<file path="config.mk">
export PLATFORM = sky130hd
export DESIGN_NAME = if_fetch_queue
export DESIGN_NICKNAME = d
export VERILOG_FILES = /design/src/rtl/if_fetch_queue_pkg.sv /design/src/rtl/if_fetch_queue_fifo.sv /design/src/rtl/if_fetch_queue.sv
export SDC_FILE = /design/constraint.sdc
export NUM_CORES = 1
export LEC_CHECK = 0
export CAP_MARGIN = 30
export CORE_ASPECT_RATIO = 0.7
export CORE_MARGIN = 8
export CORE_UTILIZATION = 60
export DETAILED_ROUTE_END_ITERATION = 6
export GPL_TIMING_DRIVEN = 0
export HOLD_SLACK_MARGIN = 0.02
export MAX_ROUTING_LAYER = met4
export PLACE_DENSITY = 0.85
export SYNTH_ARGS = -nofsm -noshare
export SYNTH_HDL_FRONTEND = slang
export SYNTH_HIERARCHICAL = 1
export SYNTH_SLANG_ARGS = --single-unit
</file>
<file path="constraint.sdc">
create_clock -name clk -period 7.23 [get_ports clk]
set_input_delay 1.8075 -clock clk [delete_from_list [all_inputs] [get_ports clk]]
set_output_delay 1.8075 -clock clk [all_outputs]
set_load 0.01 [all_outputs]
</file>
<file path="src/rtl/if_fetch_queue_pkg.sv">
// if_fetch_queue_pkg
// Shared widths, defaults and the fetch state type for the instruction-fetch
// front end (if_fetch_queue and its queue sub-module).
//   DEF_A_WIDTH / DEF_D_WIDTH : default PC and instruction word widths
//   DEF_DEPTH                 : default queue depth (also the request credit cap)
//   DEF_RESET_PC              : default fetch PC after reset
//   INSTR_BYTES               : bytes per instruction word (PC step)
//   fetch_state_e             : FETCH (nothing to drop) / FLUSH (dropping stale responses)
package if_fetch_queue_pkg;

  localparam int          DEF_A_WIDTH  = 32;
  localparam int          DEF_D_WIDTH  = 32;
  localparam int          DEF_DEPTH    = 4;
  localparam logic [31:0] DEF_RESET_PC = 32'h0000_0000;
  localparam int          INSTR_BYTES  = 4;

  typedef enum logic {
    FETCH = 1'b0,
    FLUSH = 1'b1
  } fetch_state_e;

endpackage

</file>
<file path="src/rtl/if_fetch_queue_fifo.sv">
// if_fetch_queue_fifo
// Synchronous FIFO holding {pc, instr} entries for the fetch front end.
// The head is read straight out of registered storage, so a push becomes
// visible at the head one cycle later. A flush empties it in one cycle.
// Ports:
//   clk, rst      : rising-edge clock, asynchronous active-low reset
//   flush         : discard all entries (wins over push/pop)
//   push/push_data: write one entry
//   pop           : remove the head entry
//   head_valid    : FIFO is not empty
//   head_data     : head entry, forced to 0 while empty
//   count         : number of stored entries
module if_fetch_queue_fifo #(
  parameter int WIDTH = 64,
  parameter int DEPTH = 4
) (
  input  logic                       clk,
  input  logic                       rst,
  input  logic                       flush,
  input  logic                       push,
  input  logic [WIDTH-1:0]           push_data,
  input  logic                       pop,
  output logic                       head_valid,
  output logic [WIDTH-1:0]           head_data,
  output logic [$clog2(DEPTH+1)-1:0] count
);

  localparam int CW = $clog2(DEPTH + 1);
  localparam int PW = $clog2(DEPTH);

  logic [WIDTH-1:0] mem [DEPTH];
  logic [PW-1:0]    rd_ptr;
  logic [PW-1:0]    wr_ptr;
  logic             do_push;
  logic             do_pop;

  assign do_pop  = pop && (count != '0);
  // A full FIFO can still accept a push when the head leaves in the same cycle.
  assign do_push = push && ((count != CW'(DEPTH)) || do_pop);

  // Storage needs no reset: reads are masked by head_valid.
  always_ff @(posedge clk) begin
    if (do_push) mem[wr_ptr] <= push_data;
  end

  // Pointers wrap naturally because DEPTH is a power of two.
  always_ff @(posedge clk or negedge rst) begin
    if (!rst) begin
      rd_ptr <= '0;
      wr_ptr <= '0;
      count  <= '0;
    end else if (flush) begin
      rd_ptr <= '0;
      wr_ptr <= '0;
      count  <= '0;
    end else begin
      if (do_push) wr_ptr <= wr_ptr + PW'(1);
      if (do_pop)  rd_ptr <= rd_ptr + PW'(1);
      count <= count + CW'(do_push) - CW'(do_pop);
    end
  end

  assign head_valid = (count != '0);
  assign head_data  = head_valid ? mem[rd_ptr] : '0;

endmodule

</file>
<file path="src/rtl/if_fetch_queue.sv">
// if_fetch_queue
// Instruction-fetch front end. Owns the fetch PC, issues in-order word reads
// to instruction memory, queues returned words with their PCs and hands
// {pc, instr} to decode over a valid/ready handshake. A redirect restarts
// fetch at a new PC, clears the queue and drops every in-flight response.
// Ports:
//   clk, rst                 : rising-edge clock, asynchronous active-low reset
//   imem_req_valid/ready/addr: read request channel (word-aligned address)
//   imem_rsp_valid/data      : in-order read responses
//   redirect_valid/pc        : one-cycle restart pulse and target (bits [1:0] ignored)
//   out_valid/ready          : decode handshake
//   out_instr/out_pc         : queue head, 0 while empty
module if_fetch_queue
  import if_fetch_queue_pkg::*;
#(
  parameter int                 A_WIDTH  = DEF_A_WIDTH,
  parameter int                 D_WIDTH  = DEF_D_WIDTH,
  parameter int                 DEPTH    = DEF_DEPTH,
  parameter logic [A_WIDTH-1:0] RESET_PC = A_WIDTH'(DEF_RESET_PC)
) (
  input  logic               clk,
  input  logic               rst,
  output logic               imem_req_valid,
  input  logic               imem_req_ready,
  output logic [A_WIDTH-1:0] imem_req_addr,
  input  logic               imem_rsp_valid,
  input  logic [D_WIDTH-1:0] imem_rsp_data,
  input  logic               redirect_valid,
  input  logic [A_WIDTH-1:0] redirect_pc,
  output logic               out_valid,
  input  logic               out_ready,
  output logic [D_WIDTH-1:0] out_instr,
  output logic [A_WIDTH-1:0] out_pc
);

  localparam int                 CW      = $clog2(DEPTH + 1);
  localparam logic [A_WIDTH-1:0] PC_STEP = A_WIDTH'(INSTR_BYTES);

  logic [A_WIDTH-1:0]         fetch_pc;
  logic [A_WIDTH-1:0]         rsp_pc;
  logic [A_WIDTH-1:0]         redirect_target;
  logic [CW-1:0]              outst;
  logic [CW-1:0]              drop_cnt;
  logic [CW-1:0]              drop_cnt_next;
  logic [CW-1:0]              count;
  logic [CW:0]                in_use;
  logic [A_WIDTH+D_WIDTH-1:0] head_data;
  fetch_state_e               state;
  fetch_state_e               state_next;
  logic                       rsp_fire;
  logic                       req_fire;
  logic                       pop;
  logic                       push;
  logic                       drop_rsp;
  logic                       unused_pc_bits;

  assign redirect_target = {redirect_pc[A_WIDTH-1:2], 2'b00};
  assign unused_pc_bits  = ^redirect_pc[1:0];

  // Responses with nothing outstanding are ignored (and flagged below).
  assign rsp_fire = imem_rsp_valid && (outst != '0);

  // Credit rule: queued + outstanding never exceeds DEPTH, so every accepted
  // response is guaranteed a free queue slot.
  assign in_use         = {1'b0, count} + {1'b0, outst};
  assign imem_req_valid = rst && !redirect_valid && (in_use < (CW+1)'(DEPTH));
  assign imem_req_addr  = fetch_pc;
  assign req_fire       = imem_req_valid && imem_req_ready;

  assign pop  = out_valid && out_ready;
  // A response landing in the redirect cycle belongs to the old stream.
  assign push = rsp_fire && !drop_rsp && !redirect_valid;

  // PC tracking and outstanding-request count.
  always_ff @(posedge clk or negedge rst) begin
    if (!rst) begin
      fetch_pc <= RESET_PC;
      rsp_pc   <= RESET_PC;
      outst    <= '0;
    end else begin
      outst <= outst + CW'(req_fire) - CW'(rsp_fire);
      if (redirect_valid) begin
        fetch_pc <= redirect_target;
        rsp_pc   <= redirect_target;
      end else begin
        if (req_fire) fetch_pc <= fetch_pc + PC_STEP;
        if (push)     rsp_pc   <= rsp_pc + PC_STEP;
      end
    end
  end

  // Flush state register: FLUSH exactly while stale responses remain.
  always_ff @(posedge clk or negedge rst) begin
    if (!rst) begin
      state    <= FETCH;
      drop_cnt <= '0;
    end else begin
      state    <= state_next;
      drop_cnt <= drop_cnt_next;
    end
  end

  // A redirect re-latches the drop count with everything still in flight,
  // minus a response consumed in that same cycle.
  always_comb begin
    drop_cnt_next = drop_cnt;
    if (redirect_valid) begin
      drop_cnt_next = outst - CW'(rsp_fire);
    end else if (rsp_fire && (state == FLUSH)) begin
      drop_cnt_next = drop_cnt - CW'(1);
    end
    state_next = (drop_cnt_next != '0) ? FLUSH : FETCH;
  end

  always_comb begin
    drop_rsp = (state == FLUSH);
  end

  if_fetch_queue_fifo #(
    .WIDTH (A_WIDTH + D_WIDTH),
    .DEPTH (DEPTH)
  ) u_fifo (
    .clk        (clk),
    .rst        (rst),
    .flush      (redirect_valid),
    .push       (push),
    .push_data  ({rsp_pc, imem_rsp_data}),
    .pop        (pop),
    .head_valid (out_valid),
    .head_data  (head_data),
    .count      (count)
  );

  assign out_pc    = head_data[A_WIDTH+D_WIDTH-1:D_WIDTH];
  assign out_instr = head_data[D_WIDTH-1:0];

  rsp_without_request : assert property (@(posedge clk) disable iff (!rst)
    imem_rsp_valid |-> (outst != '0));

endmodule

</file>
==> results.md, run 1 <==
* Status: finished clean
* VDD IR-drop max at 0.2379 mV
* Setup Fix Bufs, Post-CTS at 0
* Core ar. at ~23,000 um^2
* Cts-stage hold buffer count at 0
* Clock sink count at 330
* Height of the die at 143.6 um
* NetSw at between 0.001 and 0.0015 W
* Cell Pwr Density at 247.1 nW/um^2
* Most common cell after layout, fill and taps aside: edfxtp_1
* Placed Cells at 1,360
* I/O pins at roughly 170
* Final std cells w/o fill at about 1,400
* Worst Tran Pin Value at 0.8173 ns
* Diodes inserted at 0
* Worst path top cell family by delay: buffers and inverters
* Hold Crit Class: reg2reg
* Commonest cells after routing, fill and taps aside: edfxtp_1 (256), clkdlybuf4s50_1 (162), dfrtp_1 (74)
* Initial core utilization at 61.39%
* Gate power share at 11.0%
* WP buf/inv at 2
* Avg WL per Cell at about 23 um
* Ys flop type: edfxtp_1
* Seq/Total Area, Yosys at 68.35%
* Flop pwr share at 53.1%
* Largest net degree at the start of global routing at 57
* DP HPWL at 22.39 mm
* Mapped Cells at just under 900
* I/O Buffers at 163
* Fraction of registers with async set or reset after synthesis at 22.42%
* Worst Setup Start Kind: input port
* Post_cts resized at 0
* Worst-path clk slew at 0.06 ns
* Seq cells post-synth at 330
* Vias in the first global route at 8,654
* Unrepaired setup endpoints after global routing: no
* Vias at 8,482
* Initial antenna violation count at 0
* Vias per Instance at 5.990
* Pwr Total at 0.004220 W
* DRC violation count after routing at 0
* Final Setup Violations at 0
* Max-cap violations at 0
* CTS H-tree lvls at 1
* Initial DRC count at 708
* Post-Syn Area at between 10,000 and 15,000 um^2
* Number of synthesized flops with an enable pin at 256
* Final hold viol count at 0
* Core Rows at 46
* Max Buffers Root-to-Sink at 3
* Fraction of layout cells with a size suffix above 1 at 14.13%
* CP max stage cell: clkdlybuf4s50_1
* Hold WS at 0.5247 ns
* CTS root buf: clkbuf_16
* Fmax at 0.1878 GHz
* Critical path, cell by cell: clkdlybuf4s50_1 > nor4_1 > and3_1 > clkdlybuf4s50_1
* Critical path type: in2out
* Post-route ant nets at 0
* Area growth syn-to-layout at 22.36%
* Final WL at 32.73 mm
* GRT Total Usage at 23.85%
* Min Clock Period, post-route at 5.325 ns
* Nets at 1,167
* Lkg Pwr at 5.849 nW
* Later-pin clock latency in the skew report at 0.54 ns
* Die ar. at 28,470 um^2
* Clock power share at 36.0%
* Top cell type's share of synthesized area at ~55%
* Syn Area/Cell at 16.02 um^2
* Max_slew headroom at 45.52%
* Filler cell count at 1,364
* Top cell by count, worst path: clkdlybuf4s50_1
* Pins Over Slew Limit at 0
* DR pass1 iterations at 5
* WP data required at about 5.4 ns
* CP max FO at 5
* Synth warn at 6
* CTS tree: yes
* First-pass GRT wire length at 50.40 mm
* Largest stage delay, worst path at around 0.55 ns
* RD Place Congestion at around 0.96
* Total gr overflow at 0
* Synth top area cells: edfxtp_1 (55%), dfrtp_1 (13%), mux4_2 (10%)
* Fin crit share at 73.66%
* Crit end category: primary output
* CTS Buf Count at 30
* Switching Fraction at 23.79%
* Internal at 0.003216 W
* Area leader, netlist: edfxtp_1
* Max Clock Skew at 0.008983 ns
* Cell variety after synth at 50
* Worst Path Arrival at 3.52 ns
* Die X at 198.3 um
==> power groups by stage <==
| stage | clock network (W) | logic, W | registers [W] |
|---|---|---|---|
| after floorplan | 0 | 0.000228 | 0.00225 |
| after global placement | 0 | 0.000438 | 0.00227 |
| after detailed placement | 0 | 0.000458 | 0.00227 |
| after CTS | 0.00153 | 0.000464 | 0.00224 |
| after global routing | 0.00161 | 0.000504 | 0.00225 |
| final | 0.00152 | 0.000463 | 0.00224 |
==> Yosys cell counts (6+ instances only) <==
master	count
and4_1	9
inv_1	26
xnor2_1	30
nor3_1	16
buf_2	12
and2_1	76
xor2_1	9
nand4_1	15
nand3_1	31
o21ai_0	34
edfxtp_1	256
nor2_1	30
dfrtp_1	74
ha_1	15
mux4_2	64
a21oi_1	6
mux2_2	9
o211ai_1	14
nand2_1	55
o311ai_0	8
clkbuf_1	21
==> area by class of cell <==
class	instances	area (um^2)	area share, %
buffer	41	217.7	1.275
multi-input combinational	482	4141	24.25
tap	312	390.4	2.286
inverter	27	101.3	0.5935
timing repair buffer	168	1737	10.17
clock inverter	14	71.32	0.4176
clock buffer	42	878.3	5.144
sequential	330	9539	55.86
==> registers in the layout, indices dropped and copies added (netlist names) <==
signal         flops
outst              3
rsp_pc            30
u_fifo/wr_ptr      2
drop_rsp           1
u_fifo/mem       256
drop_cnt           3
u_fifo/rd_ptr      2
u_fifo/count       3
imem_req_addr     30
==> path summary, 6_finish.rpt <==
kind	startpoint	cells after the start	to	slack (ns)
worst max register to register	u_fifo/count[1]	13	u_fifo/count[2]	3.85
worst min-delay path	imem_req_addr[31]	1	imem_req_addr[31]	0.52
worst max-delay path	redirect_valid	4	imem_req_valid	1.90
worst min register to register	imem_req_addr[31]	1	imem_req_addr[31]	0.52
max in group asynchronous	rst	2	rsp_pc[21]	5.51
min in group asynchronous	rst	1	imem_req_addr[4]	1.15
==> stage by stage <==
stage	area [um^2]	worst slack [ns]	utilization [%]	TNS, ns
6_report	17080	1.905	75.11	0
4_1_cts	17080	1.884	75.11	0
5_1_grt	17080	1.815	75.11	0
2_1_floorplan	13990	2.624	-	0
3_5_place_dp	16130	1.898	70.94	0
3_3_place_gp	16010	-0.4853	70.43	-0.5371
==> layer usage <==
metal  global-route usage [%]  vias up  wire length (um)
met5                        -        -                 0
met4                    4.232        0               491
met3                    5.257       36              2556
met2                    36.70      337             15430
met1                    33.12     4362             14260
li1                         -     3747                 -
==> worst register-to-register path: cells and delay by family, from the launching register on <==
| family | cells | cell delay (ns) |
|---|---|---|
| compound gates | 1 | 0.44 |
| xor+xnor | 1 | 0.16 |
| fa+ha+maj | 3 | 0.73 |
| buf+inv | 4 | 0.47 |
| flops | 1 | 0.47 |
| simple gates | 4 | 1.02 |
==> kinds of logic (layout without fill, tap and decap cells) <==
kind of cell,Yosys count,in the layout,synth area share [%]
flops,330,330,68.35
simple gates,258,258,10.18
compound gates,80,80,3.667
mux,78,78,11.41
buf+inv,68,292,2.286
xor+xnor,39,39,2.448
fa+ha+maj,17,17,1.632
other cells,1,10,0.02687
Power figures use the tool's default switching activity.
==> inputs of run 2 (changes only) <==
Settings changed: CORE_UTILIZATION 60 to 56, PLACE_DENSITY 0.85 to 0.8.
Clock period 7.23 ns to 5.4 ns, I/O delays scaled along.
==> results.md, run 2 (synthesized netlist as in run 1, its figures left out) <==
* Nets at 1,168
* FF-to-FF Start: u_fifo/count[1]
* Max_slew headroom at 49.14%
* Max-cap violations at 0
* WP data required at approximately 4.1 ns
* Initial DRC count at 731
* Met1 usage at between 30% and 40%
* R2R cell count at 13
* GR peak layer: met2
* Worst Path Arrival at approximately 3.0 ns
* Pins Over Slew Limit at 0
* Initial core utilization at between 50% and 60%
* DP HPWL at 22.20 mm
* Top reg by flops: u_fifo/mem
* Cts-stage hold buffer count at 0
* DRC violation count after routing at 0
* Clock sink count at 330
* RD Place Congestion at just over 0.9
* Die ar. at 30,310 um^2
* Max Buffers Root-to-Sink at 3
* CTS Buf Count at 31
* Fmax at 0.2287 GHz
* Initial antenna violation count at 0
* Post-route ant nets at 0
* Core ar. at 24,560 um^2
* Height of the die at about 150 um
* I/O pins at 168
* Crit Reg-Reg Endpoint: u_fifo/count[2]
* Commonest cells after routing, fill and taps aside: edfxtp_1 (256), clkdlybuf4s50_1 (162), dfrtp_1 (74)
* FF-to-FF setup slack at 2.09 ns
* Worst Hold Depth at 2
* CTS root buf: clkbuf_16
* Crit end category: primary output
* Largest net degree at the start of global routing at 63
* Later-pin clock latency in the skew report at ~0.55 ns
* Total gr overflow at 0
* CTS tree: yes
* First-pass GRT wire length at 50.31 mm
* Hold WS at 0.5684 ns
* Vias at approximately 8,400
* GR met2 Demand/Resource at 32.99%
* Unrepaired setup endpoints after global routing: no
* Hold path start: imem_req_addr[16]
* GRT Total Usage at 21.96%
* Lkg Pwr at 5.861 nW
* Vias in the first global route at 8,692
* Largest register FFs at 256
* Worst Tran Pin Value at 0.7628 ns
* Die X at approximately 200 um
* DR pass1 iterations at 5
* Area growth syn-to-layout at 22.66%
* Cell area after layout at 17,120 um^2
* Core Rows at 48
* CP max FO at 10
* Cell Pwr Density at 331.4 nW/um^2
* Final WL at 32.51 mm
* Met3 Use GR at under 10%
* Min Clock Period, post-route at 4.372 ns
* Worst-path clk slew at 0.06 ns
* Diodes inserted at 0
* Filler cell count at 1,649
* Critical path type: reg2out
* Avg WL per Cell at 22.73 um
* Vias per Instance at 5.854
* Post_cts resized at 0
* Status: finished clean
* DP Area at 16,150 um^2
* Max Clock Skew at 0.009622 ns
* Hold Crit Class: reg2reg
* Hold path endpoint: imem_req_addr[16]
* CTS H-tree lvls at 1
* Fraction of layout cells with a size suffix above 1 at 13.94%
* Final Setup Violations at 0
* Most common cell after layout, fill and taps aside: edfxtp_1
* VDD IR-drop max at about 0.26 mV
* Setup Fix Bufs, Post-CTS at 0
* Pwr Total at 0.005672 W
* Fin crit share at 80.97%
* Worst Setup Start Kind: flip-flop
* I/O Buffers at 163
* Final hold viol count at 0
run 2: changes by cell type in the layout (fill, tap and decap cells not counted), sizes merged:
cell | previous run | this run
clkinvlp | 2 | 0
inv | 28 | 27
bufinv | 0 | 1
clkbuf | 63 | 66
run 2: how the worst max path moves through the flow:
| stage | start | end | slack (ns) | cells past startpoint |
|---|---|---|---|---|
| final | u_fifo/count[1] | out_pc[11] | 1.03 | 5 |
| after global routing | u_fifo/count[1] | out_pc[11] | 0.85 | 5 |
| after CTS | u_fifo/count[1] | out_pc[11] | 0.98 | 5 |
| after detailed placement | redirect_valid | u_fifo/count[2] | 0.52 | 14 |
| after global placement | rst | outst[2] | -1.41 | 10 |
| after floorplan | redirect_valid | u_fifo/mem[0][0] | 1.25 | 5 |
run 2: stage by stage:
step / utilization [%] / cells / TNS (ns) / worst slack, ns
5_1_grt: 69.69 / 1430 / 0 / 0.8458
3_3_place_gp: 65.25 / 1368 / -257.68 / -1.413
2_1_floorplan: - / 880 / 0 / 1.252
3_5_place_dp: 65.75 / 1373 / 0 / 0.5232
6_report: 69.69 / 1430 / 0 / 1.028
4_1_cts: 69.69 / 1430 / 0 / 0.9828
run 2: worst max-delay path, stage by stage (launching register included):
cell and delay, ns:
dfrtp_1 0.49, or3_1 0.17, clkbuf_1 0.51, clkbuf_1 0.50
and2_1 0.20, clkdlybuf4s50_1 0.59
run 2: final cells by class:
class	instances	area (um^2)	share of cell area (%)
clock inverter	12	88.84	0.5190
clock buffer	45	878.3	5.131
inverter	27	101.3	0.5921
tap	325	406.6	2.376
timing repair buffer	168	1744	10.19
sequential	330	9539	55.73
buffer	41	217.7	1.272
multi-input combinational	482	4141	24.19
run 2: report_power, final:
part	leakage (nW)	internal, W	switching (W)	total [W]
clock network	0.480	0.00117	0.000895	0.00207
registers	3.21	0.00286	0.000130	0.00299
logic	2.17	0.000307	0.000305	0.000611
total	5.86	0.00434	0.00133	0.00567
run 2: routing by layer:
metal | part of all wire (%) | wire length [um]
met2 | 46 | 15050
met3 | 8.6 | 2800
met4 | 1.8 | 580
met1 | 43 | 14080
met5 | 0 | 0
